$ cat config.mk
export PLATFORM = sky130hd
export DESIGN_NAME = max7219_if_arbiter
export DESIGN_NICKNAME = d
export VERILOG_FILES = /design/src/rtl/max7219_arb_pkg.sv /design/src/rtl/max7219_rr_picker.sv /design/src/rtl/max7219_if_arbiter.sv
export SDC_FILE = /design/constraint.sdc
export NUM_CORES = 1
export LEC_CHECK = 0
export BUFFER_PORTS_ARGS = -buffer_cell sky130_fd_sc_hd__buf_2
export CAP_MARGIN = 5
export CORE_UTILIZATION = 44
export CTS_BUF_LIST = sky130_fd_sc_hd__clkbuf_16
export DETAILED_ROUTE_END_ITERATION = 12
export PLACE_DENSITY = 0.78
export SETUP_SLACK_MARGIN = 0.2
export SYNTH_ARGS = -nofsm -noshare
export SYNTH_HDL_FRONTEND = slang
export SYNTH_SLANG_ARGS = --single-unit
$ cat constraint.sdc
create_clock -name clk -period 3.3 [get_ports clk]
set_input_delay 0.33 -clock clk [delete_from_list [all_inputs] [get_ports clk]]
set_output_delay 0.33 -clock clk [all_outputs]
set_load 0.05 [all_outputs]
$ cat src/rtl/max7219_arb_pkg.sv
// Shared types and helpers for the round-robin arbiter that fronts the
// MAX7219 serializer.
package max7219_arb_pkg;

    typedef enum logic [1:0] {
        IDLE,
        GRANT,
        XFER,
        RELEASE
    } t_arb_state;

    localparam int C_MAX7219_FRAME_W = 16;

    // Ceiling log2 usable in parameter expressions; f_clog2(1) = 0.
    function automatic int f_clog2(input int value);
        int result;
        result = 0;
        while ((1 << result) < value) begin
            result++;
        end
        return result;
    endfunction

endpackage

$ cat src/rtl/max7219_rr_picker.sv
// Combinational round-robin search: first set request bit at or above the
// pointer, wrapping around to bit 0.
module max7219_rr_picker
    import max7219_arb_pkg::*;
#(
    parameter int G_NB_REQ = 2,
    parameter int IDX_W    = f_clog2(G_NB_REQ)
) (
    input  logic [G_NB_REQ-1:0] req,
    input  logic [IDX_W-1:0]    ptr,
    output logic [G_NB_REQ-1:0] grant,
    output logic [IDX_W-1:0]    idx,
    output logic                valid
);

    int cand;

    // Offset i walks the requesters in priority order starting at ptr.
    always_comb begin
        grant = '0;
        idx   = '0;
        valid = 1'b0;
        cand  = 0;
        for (int i = 0; i < G_NB_REQ; i++) begin
            cand = int'(ptr) + i;
            if (cand >= G_NB_REQ) begin
                cand = cand - G_NB_REQ;
            end
            for (int k = 0; k < G_NB_REQ; k++) begin
                if (!valid && (cand == k) && req[k]) begin
                    grant[k] = 1'b1;
                    idx      = IDX_W'(k);
                    valid    = 1'b1;
                end
            end
        end
    end

endmodule

$ cat src/rtl/max7219_if_arbiter.sv
// Shares one max7219_if serializer between several command sources; a
// requester owns the serializer for a whole burst ending on an en_load frame.
module max7219_if_arbiter
    import max7219_arb_pkg::*;
#(
    parameter int G_NB_REQ     = 2,
    parameter int G_DATA_WIDTH = C_MAX7219_FRAME_W,
    parameter int G_TIMEOUT    = 1024
) (
    input  logic                             clk,
    input  logic                             rst,
    input  logic [G_NB_REQ-1:0]              i_req,
    input  logic [G_NB_REQ-1:0]              i_start,
    input  logic [G_NB_REQ-1:0]              i_en_load,
    input  logic [G_NB_REQ*G_DATA_WIDTH-1:0] i_data,
    output logic [G_NB_REQ-1:0]              o_grant,
    output logic [G_NB_REQ-1:0]              o_done,
    output logic                             o_busy,
    output logic                             o_timeout,
    output logic [2:0]                       o_timeout_id,
    output logic                             o_max7219_if_start,
    output logic                             o_max7219_if_en_load,
    output logic [G_DATA_WIDTH-1:0]          o_max7219_if_data,
    input  logic                             i_max7219_if_done
);

    localparam int IDX_W = f_clog2(G_NB_REQ);
    localparam int WD_W  = f_clog2(G_TIMEOUT);
    localparam logic [WD_W-1:0]  WD_LAST  = WD_W'(G_TIMEOUT - 1);
    localparam logic [IDX_W-1:0] IDX_LAST = IDX_W'(G_NB_REQ - 1);

    t_arb_state                state_q, state_d;
    logic [IDX_W-1:0]          ptr_q, ptr_d;
    logic [IDX_W-1:0]          gidx_q, gidx_d;
    logic [WD_W-1:0]           wd_q, wd_d;
    logic [G_NB_REQ-1:0]       grant_q, grant_d;
    logic [G_NB_REQ-1:0]       done_q, done_d;
    logic                      timeout_q, timeout_d;
    logic [2:0]                tid_q, tid_d;
    logic                      start_q, start_d;
    logic                      en_load_q, en_load_d;
    logic [G_DATA_WIDTH-1:0]   data_q, data_d;

    logic [G_NB_REQ-1:0]       pick_grant;
    logic [IDX_W-1:0]          pick_idx;
    logic                      pick_valid;

    logic                      sel_req;
    logic                      sel_start;
    logic                      sel_en_load;
    logic [G_DATA_WIDTH-1:0]   sel_data;

    max7219_rr_picker #(
        .G_NB_REQ (G_NB_REQ),
        .IDX_W    (IDX_W)
    ) u_picker (
        .req   (i_req),
        .ptr   (ptr_q),
        .grant (pick_grant),
        .idx   (pick_idx),
        .valid (pick_valid)
    );

    // Only the granted requester's lines are ever looked at.
    always_comb begin
        sel_req     = 1'b0;
        sel_start   = 1'b0;
        sel_en_load = 1'b0;
        sel_data    = '0;
        for (int k = 0; k < G_NB_REQ; k++) begin
            if (gidx_q == IDX_W'(k)) begin
                sel_req     = i_req[k];
                sel_start   = i_start[k];
                sel_en_load = i_en_load[k];
                sel_data    = i_data[k*G_DATA_WIDTH +: G_DATA_WIDTH];
            end
        end
    end

    always_comb begin
        state_d   = state_q;
        ptr_d     = ptr_q;
        gidx_d    = gidx_q;
        wd_d      = wd_q;
        grant_d   = grant_q;
        done_d    = '0;
        timeout_d = 1'b0;
        tid_d     = tid_q;
        start_d   = 1'b0;
        en_load_d = en_load_q;
        data_d    = data_q;
        case (state_q)
            IDLE: begin
                if (pick_valid) begin
                    gidx_d  = pick_idx;
                    grant_d = pick_grant;
                    state_d = GRANT;
                end
            end
            GRANT: begin
                if (sel_start) begin
                    data_d    = sel_data;
                    en_load_d = sel_en_load;
                    start_d   = 1'b1;
                    wd_d      = '0;
                    state_d   = XFER;
                end else if (!sel_req) begin
                    state_d = RELEASE;
                end
            end
            XFER: begin
                // A done arriving on the watchdog's last cycle still completes.
                wd_d = wd_q + WD_W'(1);
                if (i_max7219_if_done) begin
                    done_d  = grant_q;
                    state_d = (en_load_q || !sel_req) ? RELEASE : GRANT;
                end else if (wd_q == WD_LAST) begin
                    timeout_d = 1'b1;
                    tid_d     = 3'(gidx_q);
                    state_d   = RELEASE;
                end
            end
            RELEASE: begin
                grant_d = '0;
                ptr_d   = (gidx_q == IDX_LAST) ? '0 : gidx_q + IDX_W'(1);
                state_d = IDLE;
            end
            default: begin
                state_d = IDLE;
            end
        endcase
    end

    always_ff @(posedge clk) begin
        if (rst) begin
            state_q   <= IDLE;
            ptr_q     <= '0;
            gidx_q    <= '0;
            wd_q      <= '0;
            grant_q   <= '0;
            done_q    <= '0;
            timeout_q <= 1'b0;
            tid_q     <= '0;
            start_q   <= 1'b0;
            en_load_q <= 1'b0;
            data_q    <= '0;
        end else begin
            state_q   <= state_d;
            ptr_q     <= ptr_d;
            gidx_q    <= gidx_d;
            wd_q      <= wd_d;
            grant_q   <= grant_d;
            done_q    <= done_d;
            timeout_q <= timeout_d;
            tid_q     <= tid_d;
            start_q   <= start_d;
            en_load_q <= en_load_d;
            data_q    <= data_d;
        end
    end

    assign o_grant              = grant_q;
    assign o_done               = done_q;
    assign o_busy               = (state_q != IDLE);
    assign o_timeout            = timeout_q;
    assign o_timeout_id         = tid_q;
    assign o_max7219_if_start   = start_q;
    assign o_max7219_if_en_load = en_load_q;
    assign o_max7219_if_data    = data_q;

endmodule

==> impl_metrics.py, run 1 <==
metrics = {
    "sta": {
        "fin_crit_ps": 1740,
        "skew_ps": 4.129,
        "tightest_slew_ps": 710.1,
        "fin_setup_tns_ps": 0,
        "rsz0062_at_grt": "false",
        "setup_ws_ps": 1560,
        "max_freq_ghz": 0.5746,
        "slew_violations": 0,
        "final-setup-viol-count": 0,
        "finalHoldViolCount": 0,
        "maxSlewHeadroom": 0.5266,
        "finalCritPeriodShare": 0.5274,
    },
    "floorplan": {
        "core_mm2": 0.004086,
        "rows": 23,
        "start_util": 0.4660,
        "ioPinCount": 68,
        "die_h_um": 67.79,
        "fp.dieW_um": 67.79,
        "die-area_mm2": 0.004595,
    },
    "clock_network": {
        "cts_tree": "done",
        "cts_resized": 0,
        "cts_sinks": 38,
        "cts_buffers": 5,
        "holdBufCountCts": 0,
        "h-tree-depth": 2,
        "clk_latency_ps": 280,
        "cts_root_buf": "clkbuf_16",
        "clockBufferDepth": 2,
        "post_cts_buffers": 0,
        "clk_pin_slew_ps": 60,
    },
    "synthesis": {
        "ys_ff_latch": 38,
        "synth_largest_area_cell": "dfxtp_1",
        "yosys-top-cells-count": "38 x dfxtp_1, 32 x nor2_1, 19 x mux2i_1",
        "synthFlopType": "dfxtp_1",
        "synthTopCellsByArea": "dfxtp_1 40%, a211oi_2 11%, mux2i_1 10%",
        "synthesis.area_mm2": 0.001904,
        "synthDistinctLibCells": 43,
        "yosysMostFrequentCell": "dfxtp_1",
        "synth_edf_count": 0,
        "yosysSeqAreaShare": 0.3995,
        "avgSynthCellArea_um2": 9.667,
        "synthCells": 197,
        "ys_async_sr_fraction": 0,
        "synth_top_cell_area_share": 0.3995,
        "yosysWarningCount": 0,
    },
    "cells_and_area": {
        "diodes": 0,
        "finalInstanceArea_mm2": 0.002372,
        "nets": 297,
        "synthToLayoutAreaGrowth_pct": 24.57,
        "layout-drive-gt1-share": 0.3867,
        "n_fill_cell": 363,
        "fin_util": 0.5805,
    },
    "pwr": {
        "power_leakage_nw": 1.015,
        "ir_drop_mv": 0.3504,
        "powerDensity_mw_per_mm2": 569.9,
    },
    "place": {
        "io_buffers": 65,
        "gp_congestion": 0.8131,
        "placed_area_mm2": 0.002206,
        "hpwl_mm": 2.651,
        "preCtsSetupSlack_ps": 1596,
    },
    "worst_setup_path": {
        "crit_required_ps": 3430,
        "worstSetupEndpointType": "register",
        "r2r_start": "state_q[1]",
        "cp_max_fo": 11,
        "worstSetupStartpointType": "register",
        "crit_type": "register to register",
        "arrival_ps": 1870,
        "endpoint": "wd_q[3]",
        "reg2reg_depth": 4,
        "worstReg2RegEnd": "wd_q[3]",
        "reg2reg_slack_ps": 1560,
        "startpoint": "state_q[1]",
    },
    "job": {
        "maxCapViolCount": 0,
    },
    "worst_hold_path": {
        "hold_path_class": "input port to register",
    },
    "outcome": {
        "status": "finished clean",
    },
    "global_routing": {
        "grt_use_total": 0.1815,
        "antenna_found_initial": 0,
        "grt_max_degree": 38,
        "grt-ovfl-total": 0,
        "grt_first_pass_wirelength_mm": 6.065,
        "grt_pass1_vias": 1362,
    },
    "routing": {
        "drtPass1Iterations": 4,
        "drc": 0,
        "wirelength_mm": 3.883,
        "via_count": 1621,
        "drtAntennaViolNets": 0,
        "drtIter0Drc": 83,
        "wl_per_cell_um": 12.69,
        "viasPerCell": 5.297,
    },
}
-- worst min path at each step --
| stage | cells past startpoint | from | slack [ps] | to |
|---|---|---|---|---|
| after floorplan | 1 | wd_q[8] | 430 | wd_q[8] |
| after global placement | 1 | wd_q[8] | 460 | wd_q[8] |
| after detailed placement | 1 | wd_q[8] | 470 | wd_q[8] |
| after CTS | 2 | i_max7219_if_done | 380 | o_done[0] |
| after global routing | 2 | i_max7219_if_done | 410 | o_done[0] |
| final | 2 | i_max7219_if_done | 390 | o_done[0] |
-- critical path: stages (launching register included) --
cell and delay (ps):
dfxtp_1 560, nor2b_1 540, a21oi_1 190, o21ai_0 210, a21oi_1 80
-- cell usage in the layout, fill, tap and decap left out, types with 3 or more instances in the layout --
cell and n:
clkbuf_16 5, o21ai_0 4, nand3_1 6, a32oi_1 3
nand2b_1 5, mux2i_1 19, dfxtp_1 38, a211oi_2 17
inv_1 5, nand2_1 8, nor2_1 32, buf_2 65
a21oi_1 8
-- cells by family after synthesis --
| group | after synthesis | synth area share |
|---|---|---|
| other | 1 | 0.001969 |
| muxes | 21 | 0.1137 |
| buffers and inverters | 21 | 0.06307 |
| DFF | 38 | 0.3995 |
| and+or+nand+nor | 73 | 0.2116 |
| adders and majority gates | 1 | 0.006569 |
| AOI/OAI and AO/OA | 42 | 0.2037 |
-- final cells by class --
cell class / instances / area, um2 / area share
clock buffer: 5 / 125.1 / 0.05274
clock inverter: 3 / 41.29 / 0.01741
inverter: 4 / 15.01 / 0.006329
multi-input combinational: 139 / 1027 / 0.4330
sequential: 38 / 760.7 / 0.3207
tap: 50 / 62.56 / 0.02637
timing repair buffer: 67 / 340.3 / 0.1435
-- metrics by stage --
stage / power [mW] / hold WS, ps / std cells
floorplan: 0.7646 / 434.0 / 198
global placement: 0.8192 / 460.4 / 298
detailed placement: 0.8245 / 466.7 / 298
CTS: 1.361 / 384.5 / 306
global route: 1.409 / 413.3 / 306
finish: 1.352 / 391.5 / 306
-- registers in the layout, indices dropped and copies added (netlist names), 2 cells and up --
signal	cells
o_done	2
state_q	2
o_grant	2
wd_q	10
o_max7219_if_data	16
-- routing by layer --
layer  global-route usage  vias to the layer above  part of all wire  wire length (um)
li1                     -                      818                 -                 -
met1               0.2195                      739              0.48              1880
met2               0.2834                       57              0.43              1689
met3              0.06757                        7             0.062               242
met4              0.08333                        0             0.018                70
met5                    0                        -                 0                 0
-- power by group --
part           switching, mW  leakage, nW  internal (mW)
registers             0.0236        0.310          0.489
logic                  0.203        0.624         0.0991
clock network          0.184       0.0812          0.353
total                  0.410         1.01          0.942
Power figures use the tool's default switching activity.
==> run 2, diff against run 1 <==
PLACE_DENSITY = 0.81   (was 0.78)
clock period = 1.6 ns   (was 3.3 ns; I/O delays follow)
==> run 2 against run 1 <==
  * Wire length is 2.5% higher
  * Combinational power is 130% higher
  * Register-to-register slack worse by 1300 ps
  * Sequential share of layout area is 1.6 points lower
  * Non-clock buffer count is 7 higher
  * Global-route usage is 0.95 points higher
  * Final cell count is 2.0% higher
  * Worst setup slack worse by 1300 ps
  * Highest routed layer unchanged
==> impl_metrics.py, run 2 (synthesis gave the netlist of run 1 again) <==
metrics = {
    "worst_setup_path": {
        "critical_path.top_delay_family": "buffers and inverters",
        "reg2reg_slack_ps": 230,
        "max_stage_delay_ps": 360,
        "worstSetupEndpointType": "primary output",
        "worstPathCellList": "buf_4 > nor2_2 > inv_2 > clkbuf_4",
        "arrival_ps": 1220,
        "worstSetupStartpointType": "register",
        "crit_buf_inv": 3,
        "crit_type": "register to primary output",
        "slowest_stage": "dfxtp_1",
        "crit_required_ps": 1440,
        "cp_max_fo": 6,
    },
    "cells_and_area": {
        "finalInstanceArea_mm2": 0.002506,
        "diodes": 0,
        "final_common_cell": "buf_2",
        "n_fill_cell": 347,
        "largest_register_ffs": 16,
        "layout-drive-gt1-share": 0.4733,
        "nets": 304,
        "layout_common_cells": "64 x buf_2, 36 x dfxtp_1, 21 x nor2_1, 19 x mux2i_1, 17 x a211oi_2",
        "synthToLayoutAreaGrowth_pct": 31.60,
    },
    "clock_network": {
        "cts_buffers": 5,
        "holdBufCountCts": 0,
        "clk_pin_slew_ps": 50,
        "cts_tree": "done",
        "h-tree-depth": 2,
        "clk_latency_ps": 280,
        "cts_root_buf": "clkbuf_16",
        "clockBufferDepth": 2,
        "cts_sinks": 38,
    },
    "sta": {
        "final-setup-viol-count": 0,
        "finalCritPeriodShare": 0.8631,
        "max_freq_ghz": 0.7242,
        "skew_ps": 5.366,
        "maxSlewHeadroom": 0.6105,
        "fin_setup_tns_ps": 0,
        "tightest_slew_ps": 584.3,
        "slew_violations": 0,
        "finalHoldViolCount": 0,
        "rsz0062_at_grt": "true",
        "fin_crit_ps": 1381,
    },
    "floorplan": {
        "ioPinCount": 68,
        "fp.dieW_um": 67.79,
        "die_h_um": 67.79,
        "start_util": 0.4660,
        "core_mm2": 0.004086,
        "die-area_mm2": 0.004595,
        "rows": 23,
    },
    "routing": {
        "drtPass1Iterations": 4,
        "drtAntennaViolNets": 0,
        "wl_per_cell_um": 12.76,
        "via_count": 1649,
        "drc": 0,
        "wirelength_mm": 3.982,
        "drtIter0Drc": 112,
        "viasPerCell": 5.285,
    },
    "pwr": {
        "power_leakage_nw": 1.061,
        "powerDensity_mw_per_mm2": 1127,
        "ir_drop_mv": 0.6665,
    },
    "global_routing": {
        "antenna_found_initial": 0,
        "grt-ovfl-total": 0,
        "grt_first_pass_wirelength_mm": 6.534,
        "grt_use_total": 0.1911,
        "grt_pass1_vias": 1461,
        "grt_max_degree": 31,
    },
    "place": {
        "io_buffers": 65,
        "placed_area_mm2": 0.002301,
        "hpwl_mm": 2.747,
        "gp_congestion": 0.7971,
    },
    "outcome": {
        "status": "finished clean",
    },
    "worst_hold_path": {
        "hold_path_class": "input port to register",
    },
    "job": {
        "maxCapViolCount": 0,
    },
}
==> run 2: power breakdown <==
| part | internal, mW | total, mW | switching (mW) |
|---|---|---|---|
| clock | 0.720 | 1.07 | 0.347 |
| sequential | 1.01 | 1.06 | 0.0484 |
| combinational | 0.253 | 0.697 | 0.444 |
==> run 2: through the flow <==
stage	cells	total power, mW	hold slack [ps]	setup slack, ps	util
floorplan	198	1.596	325.4	180.4	-
CTS	312	2.836	218.4	200.0	0.6078
finish	312	2.823	221.3	219.1	0.6133
global route	312	2.944	227.4	137.6	0.6133
detailed placement	304	1.750	473.5	85.31	0.5631
global placement	304	1.739	469.1	212.6	0.5631
==> run 2: repair_timing <==
| action | in CTS | in global routing |
|---|---|---|
| setup buffers | 1 | 0 |
| cloned | 0 | 0 |
| hold endpoints to repair | 0 | 0 |
| pin swaps | 0 | 1 |
| endpoints found under the setup margin | 6 | 20 |
| gates resized for setup | 8 | 5 |
==> run 2: worst paths after layout <==
| check | startpoint | end | cells after the start |
|---|---|---|---|
| max | state_q[0] | o_busy | 4 |
| min | i_start[1] | state_q[1] | 3 |
| max reg2reg | gidx_q | o_max7219_if_data[13] | 5 |
| min reg2reg | wd_q[8] | wd_q[8] | 1 |
==> run 2: final cells by class <==
class | count | area, um2 | share of cell area
Inverter | 4 | 15.01 | 0.005991
Clock buffer | 5 | 125.1 | 0.04993
Timing Repair Buffer | 74 | 424.2 | 0.1692
Sequential cell | 38 | 763.2 | 0.3045
Clock inverter | 2 | 33.78 | 0.01348
Tap cell | 50 | 62.56 | 0.02496
Multi-Input combinational cell | 139 | 1082 | 0.4319
==> run 2: worst reg2reg max path, stage by stage, from the launching register on <==
cell and delay [ps]:
dfxtp_1 360, mux2_4 350, and2_4 180, buf_12 170
nor2_1 140, a211oi_2 60
==> run 2: per-layer routing <==
layer	track usage	vias up	share of wire
met1	0.2413	740	0.46
met4	0.05729	0	0.0063
met3	0.07264	4	0.074
met2	0.2995	77	0.46
met5	0	-	0
li1	-	828	-
